**src/rtl/game_pkg.sv**
```systemverilog
// Shared game encodings: state codes (also used by the game FSM) and run phases.
package game_pkg;

   localparam logic [2:0] ST_RESET    = 3'b000;
   localparam logic [2:0] ST_NORM     = 3'b001;
   localparam logic [2:0] ST_COIN     = 3'b010;
   localparam logic [2:0] ST_OBST     = 3'b011;
   localparam logic [2:0] ST_GAMEOVER = 3'b100;

   localparam logic [1:0] PH_IDLE = 2'b00;
   localparam logic [1:0] PH_RUN  = 2'b01;
   localparam logic [1:0] PH_HALT = 2'b10;

endpackage

```
**src/rtl/evt_fifo.sv**
```systemverilog
// Small synchronous event FIFO with flush; a push during flush becomes the sole entry.
module evt_fifo #(
   parameter int DEPTH  = 4,
   parameter int CODE_W = 3
) (
   input  logic                       clk,
   input  logic                       rst,
   input  logic                       flush_i,
   input  logic                       push_i,
   input  logic [CODE_W-1:0]          din_i,
   input  logic                       pop_i,
   output logic [CODE_W-1:0]          dout_o,
   output logic                       full_o,
   output logic                       empty_o,
   output logic [$clog2(DEPTH):0]     count_o
);

   localparam int PTR_W = $clog2(DEPTH);

   logic [CODE_W-1:0] mem_q [DEPTH];
   logic [PTR_W-1:0]  wr_ptr_q, rd_ptr_q;
   logic [PTR_W:0]    count_q;
   logic              do_push, do_pop;

   assign empty_o = (count_q == '0);
   assign full_o  = (count_q == (PTR_W+1)'(DEPTH));
   assign do_pop  = pop_i && !empty_o;
   assign do_push = push_i && (!full_o || do_pop);
   assign dout_o  = mem_q[rd_ptr_q];
   assign count_o = count_q;

   always_ff @(posedge clk or negedge rst) begin
      if (!rst) begin
         wr_ptr_q <= '0;
         rd_ptr_q <= '0;
         count_q  <= '0;
      end else if (flush_i) begin
         wr_ptr_q <= PTR_W'(push_i);
         rd_ptr_q <= '0;
         count_q  <= (PTR_W+1)'(push_i);
      end else begin
         if (do_push) wr_ptr_q <= wr_ptr_q + 1'b1;
         if (do_pop)  rd_ptr_q <= rd_ptr_q + 1'b1;
         count_q <= count_q + (PTR_W+1)'(do_push) - (PTR_W+1)'(do_pop);
      end
   end

   // Storage carries no reset; readers only look at it while the FIFO is non-empty.
   always_ff @(posedge clk) begin
      if (flush_i) begin
         if (push_i) mem_q[0] <= din_i;
      end else if (do_push) begin
         mem_q[wr_ptr_q] <= din_i;
      end
   end

endmodule

```
**src/rtl/game_event_queue.sv**
```systemverilog
// Button edge detect, run-phase gating and event queue feeding the game FSM.
// Define GAME_EVT_DROP_CNT_EN to add the saturating 8-bit drop_cnt output.
module game_event_queue
   import game_pkg::*;
#(
   parameter int DEPTH  = 4,
   parameter int CODE_W = 3
) (
   input  logic                   clk,
   input  logic                   rst,
   input  logic                   coin,
   input  logic                   obst,
   input  logic                   gameStart,
   input  logic                   game_over,
   input  logic                   evt_ready,
   output logic                   evt_valid,
   output logic [CODE_W-1:0]      evt_code,
   output logic [$clog2(DEPTH):0] q_count,
   output logic                   drop_pulse,
   output logic [1:0]             phase
`ifdef GAME_EVT_DROP_CNT_EN
   ,
   output logic [7:0]             drop_cnt
`endif
);

   logic              coin_prev_q, obst_prev_q, start_prev_q;
   logic              coin_rise, obst_rise, start_rise;
   logic [1:0]        phase_q, phase_d;
   logic              coin_pend_q, coin_pend_d;
   logic              drop_q, drop_d;
   logic              flush, push_req, pop;
   logic [CODE_W-1:0] push_code, fifo_dout;
   logic              fifo_full, fifo_empty;

   assign coin_rise  = coin & ~coin_prev_q;
   assign obst_rise  = obst & ~obst_prev_q;
   assign start_rise = gameStart & ~start_prev_q;

   assign evt_valid  = !fifo_empty;
   assign evt_code   = evt_valid ? fifo_dout : '0;
   assign pop        = evt_valid && evt_ready;
   assign phase      = phase_q;
   assign drop_pulse = drop_q;

   // Obst wins a simultaneous rise; the coin waits one cycle in coin_pend.
   always_comb begin
      phase_d     = phase_q;
      coin_pend_d = coin_pend_q;
      flush       = 1'b0;
      push_req    = 1'b0;
      push_code   = CODE_W'(ST_NORM);
      if (start_rise) begin
         flush       = 1'b1;
         push_req    = 1'b1;
         coin_pend_d = 1'b0;
         phase_d     = PH_RUN;
      end else if (phase_q == PH_RUN) begin
         if (game_over) begin
            phase_d     = PH_HALT;
            coin_pend_d = 1'b0;
         end else if (obst_rise) begin
            push_req    = 1'b1;
            push_code   = CODE_W'(ST_OBST);
            coin_pend_d = coin_pend_q | coin_rise;
         end else if (coin_pend_q) begin
            push_req    = 1'b1;
            push_code   = CODE_W'(ST_COIN);
            coin_pend_d = coin_rise;
         end else if (coin_rise) begin
            push_req    = 1'b1;
            push_code   = CODE_W'(ST_COIN);
         end
      end
   end

   assign drop_d = push_req && !flush && fifo_full && !pop;

   always_ff @(posedge clk or negedge rst) begin
      if (!rst) begin
         coin_prev_q  <= 1'b1;
         obst_prev_q  <= 1'b1;
         start_prev_q <= 1'b1;
         phase_q      <= PH_IDLE;
         coin_pend_q  <= 1'b0;
         drop_q       <= 1'b0;
      end else begin
         coin_prev_q  <= coin;
         obst_prev_q  <= obst;
         start_prev_q <= gameStart;
         phase_q      <= phase_d;
         coin_pend_q  <= coin_pend_d;
         drop_q       <= drop_d;
      end
   end

`ifdef GAME_EVT_DROP_CNT_EN
   logic [7:0] drop_cnt_q;

   always_ff @(posedge clk or negedge rst) begin
      if (!rst) begin
         drop_cnt_q <= '0;
      end else if (start_rise) begin
         drop_cnt_q <= '0;
      end else if (drop_q && drop_cnt_q != 8'hFF) begin
         drop_cnt_q <= drop_cnt_q + 8'd1;
      end
   end

   assign drop_cnt = drop_cnt_q;
`endif

   evt_fifo #(
      .DEPTH  (DEPTH),
      .CODE_W (CODE_W)
   ) u_fifo (
      .clk     (clk),
      .rst     (rst),
      .flush_i (flush),
      .push_i  (push_req),
      .din_i   (push_code),
      .pop_i   (pop),
      .dout_o  (fifo_dout),
      .full_o  (fifo_full),
      .empty_o (fifo_empty),
      .count_o (q_count)
   );

endmodule

```
**config.mk**
```make
export PLATFORM = sky130hd
export DESIGN_NAME = game_event_queue
export DESIGN_NICKNAME = d
export VERILOG_FILES = /design/src/rtl/game_pkg.sv /design/src/rtl/evt_fifo.sv /design/src/rtl/game_event_queue.sv
export SDC_FILE = /design/constraint.sdc
export NUM_CORES = 1
export LEC_CHECK = 0
export CORE_MARGIN = 2
export CORE_UTILIZATION = 44
export CTS_CLUSTER_SIZE = 30
export DETAILED_ROUTE_END_ITERATION = 6
export HOLD_SLACK_MARGIN = 0.03
export PLACE_DENSITY = 0.83
export SLEW_MARGIN = 20
export SYNTH_ARGS = -nofsm -noshare
export SYNTH_HDL_FRONTEND = slang
export SYNTH_SLANG_ARGS = --single-unit
```
**constraint.sdc**
```tcl
create_clock -name clk -period 2.6 [get_ports clk]
set_clock_uncertainty 0.1 [all_clocks]
set_input_delay 0.26 -clock clk [delete_from_list [all_inputs] [get_ports clk]]
set_output_delay 0.26 -clock clk [all_outputs]
set_load 0.005 [all_outputs]
```
==> reports/qor.txt, run 1 <==
Internal: 0.858 mW
# DRC: 0
Yosys Warn Count: 0
Sequential fraction of the synthesis area: 0.576
Die W: 52.4 µm
Vias per inst: 5.06
Initial DRC count: 11
Tightest Hold Check Type: in2async
PD cells: 901 nW/µm²
Largest net degree at the start of global routing: 15
Starting Density: 0.466
Clock Latency Late Sink: 0.31 ns
DR pass1 iterations: 4
CTS root buffer: clkbuf_4
CTS Hold Bufs: 0
Post-Synthesis Cells: 79
CTS buffer count: 3
Worst Path Arrival: 2.61 ns
Global route overflow: 0
Synth-to-layout area growth: 29.4%
Yosys cell types: 34
Post-route ant nets: 0
Post-synth EDFFs: 8
Max rail drop VDD: 568 µV
Synth cell count leaders: dfrtp_1, edfxtp_1, inv_1, nor2_1
Cell with the most instances after synthesis: dfrtp_1
Slew Limit Fails: 0
Final worst-path setup slack: 0.103 ns
Max Cap Viol: 0
Switch share: 0.286
WL final: 1860 µm
Tightest Pin Transition: 0.613 ns
Placer Congestion: 0.756
Crit path capture type: flop
Clock-pin slew on the worst setup and hold paths: 0.12 ns
Power share of the sequential group: 0.397
Minimum clock period: 2.50 ns
Share of synthesized registers carrying an async set or reset: 0.636
Slew HR: 0.590
Layout Nets: 115
GRT Util Overall: 0.164
CTS tree: yes
Worst Reg-to-Reg Cells: 10
Startpoint Class: flop
Layout cells sized above 1: 0.250
IO Count: 17
Max Clk Rate: 401 MHz
Die Y: 52.4 µm
Final hold violation count: 0
Power share of the combinational group: 0.386
Global-route wire length before repair: 3110 µm
Post-DP HPWL: 1370 µm
P_sw: 0.343 mW
Cells taking the most area after synthesis: dfrtp_1, edfxtp_1, dfstp_2
Clock tree sinks: 22
H-Tree Depth: 1
Vias: 668
Synth Flop Type: dfrtp_1
Final Cycle Share: 0.960
Flops & latches, synth: 22
DR WL/cell: 14.1 µm
Setup TNS: 0 ns
CP Data Required Time: 2.71 ns
Core Footprint: 2210 µm²
Status: completed
Total power draw: 1.20 mW
Number of global-route vias before repair: 708
WS Path Type: reg2reg
Peak fanout along the critical path: 2
Max clock buf depth: 2
Area leader, netlist: dfrtp_1
Initial antenna violation count: 0
Die footprint: 2750 µm²
Pleak: 0.538 nW
Final Setup Violations: 0
Synth top area share: 0.267
Synthesized area per cell: 13.1 µm²
Share of power burned in the clock network: 0.218
Port-buffer cells: 15
Synth Cell Area: 1030 µm²
Syn nets: 89
Row count: 17
Post-Place Setup Slack: 0.0569 ns
Antenna cells: 0
==> metal layers <==
metal	vias up	track usage	share of wire	wire length, µm
li1	323	-	-	-
met1	324	0.180	0.42	772
met2	16	0.296	0.52	972
met3	5	0.0343	0.043	80
met4	0	0.0769	0.018	34
met5	-	0	0	0
==> timing repair <==
item,in CTS,in global routing
endpoints found under the setup margin,0,1
gates resized for setup,0,4
buffers inserted,0,0
==> placed cells by master (no fill, tap or decap), types with 2 or more instances in the layout <==
cell	n
inv_1	6
buf_4	8
dfrtp_1	11
nor2_1	6
clkdlybuf4s50_1	15
o31ai_1	2
nand2_1	3
and2_1	2
clkbuf_4	3
o21ai_0	2
dfstp_2	3
nand2b_1	3
ha_1	2
mux4_2	2
nor3_1	2
edfxtp_1	8
xnor2_1	3
nor2b_1	2
a21oi_1	2
==> sequential cells by signal (all words and copies together), names as in the netlist <==
signal           flops
drop_pulse           1
start_prev_q         1
coin_pend_q          1
coin_prev_q          1
phase                2
u_fifo.mem_q         8
u_fifo.wr_ptr_q      2
obst_prev_q          1
u_fifo.count_o       3
u_fifo.rd_ptr_q      2
==> through the flow <==
stage          std cells  hold slack, ns   util  area [µm²]
6_report             132           0.213  0.603        1330
3_3_place_gp         128           0.457  0.572        1260
4_1_cts              132           0.240  0.596        1320
5_1_grt              132           0.259  0.603        1330
2_1_floorplan         79          -0.136      -        1030
3_5_place_dp         128           0.487  0.572        1260
==> power groups by stage <==
stage	clock, mW	combinational [mW]	sequential (mW)
after floorplan	0	0.225	0.481
after global placement	0	0.418	0.474
after detailed placement	0	0.440	0.480
after CTS	0.264	0.447	0.472
after global routing	0.276	0.519	0.487
final	0.261	0.464	0.477
==> worst max-delay path, cell delays in order (launching register included) <==
cell and delay (ns):
dfrtp_1 0.42, or3_4 0.39, and2_4 0.17, ha_1 0.26
inv_1 0.06, ha_1 0.15, inv_1 0.06, fa_2 0.41
xor2_2 0.16, xnor2_1 0.16, nor2_1 0.06
==> path summary, 6_finish.rpt <==
kind,startpoint,endpoint,slack (ns)
setup / recovery,u_fifo.count_o[1],u_fifo.count_o[2],0.10
max in group asynchronous,rst,u_fifo.count_o[0],1.79
setup reg to reg,u_fifo.count_o[1],u_fifo.count_o[2],0.10
hold reg to reg,phase[0],phase[0],0.50
min in group clk,obst,obst_prev_q,0.26
hold / removal,rst,u_fifo.wr_ptr_q[1],0.21
==> cell families (layout without fill, tap and decap cells) <==
logic type,count (synthesis),count (layout),share of synthesized area
xor gates and xnor gates,5,5,0.0425
muxes,2,2,0.0437
AOI/OAI and AO/OA,10,10,0.0837
DFF,22,22,0.576
and+or+nand+nor,27,27,0.164
buffers and inverters,8,33,0.0328
other,1,1,0.00364
adders and majority gates,4,4,0.0534
==> layout make-up <==
| cell class | count | area (µm²) |
|---|---|---|
| tap | 28 | 35.0 |
| multi-input combinational | 49 | 419 |
| sequential | 22 | 594 |
| timing repair buffer | 23 | 210 |
| inverter | 6 | 22.5 |
| fill | 181 | 878 |
| clock buffer | 3 | 22.5 |
| clock inverter | 1 | 30.0 |
Note: power is estimated with default switching activity, not from simulation.
==> inputs of run 2 (changes only) <==
--- a/config.mk
+++ b/config.mk
@@ -5,6 +5,7 @@
 export SDC_FILE = /design/constraint.sdc
 export NUM_CORES = 1
 export LEC_CHECK = 0
+export CAP_MARGIN = 20
 export CORE_MARGIN = 2
 export CORE_UTILIZATION = 44
 export CTS_CLUSTER_SIZE = 30
==> results of run 2 <==
Same layout as run 1: the final DEF is identical, and so are final timing and power.
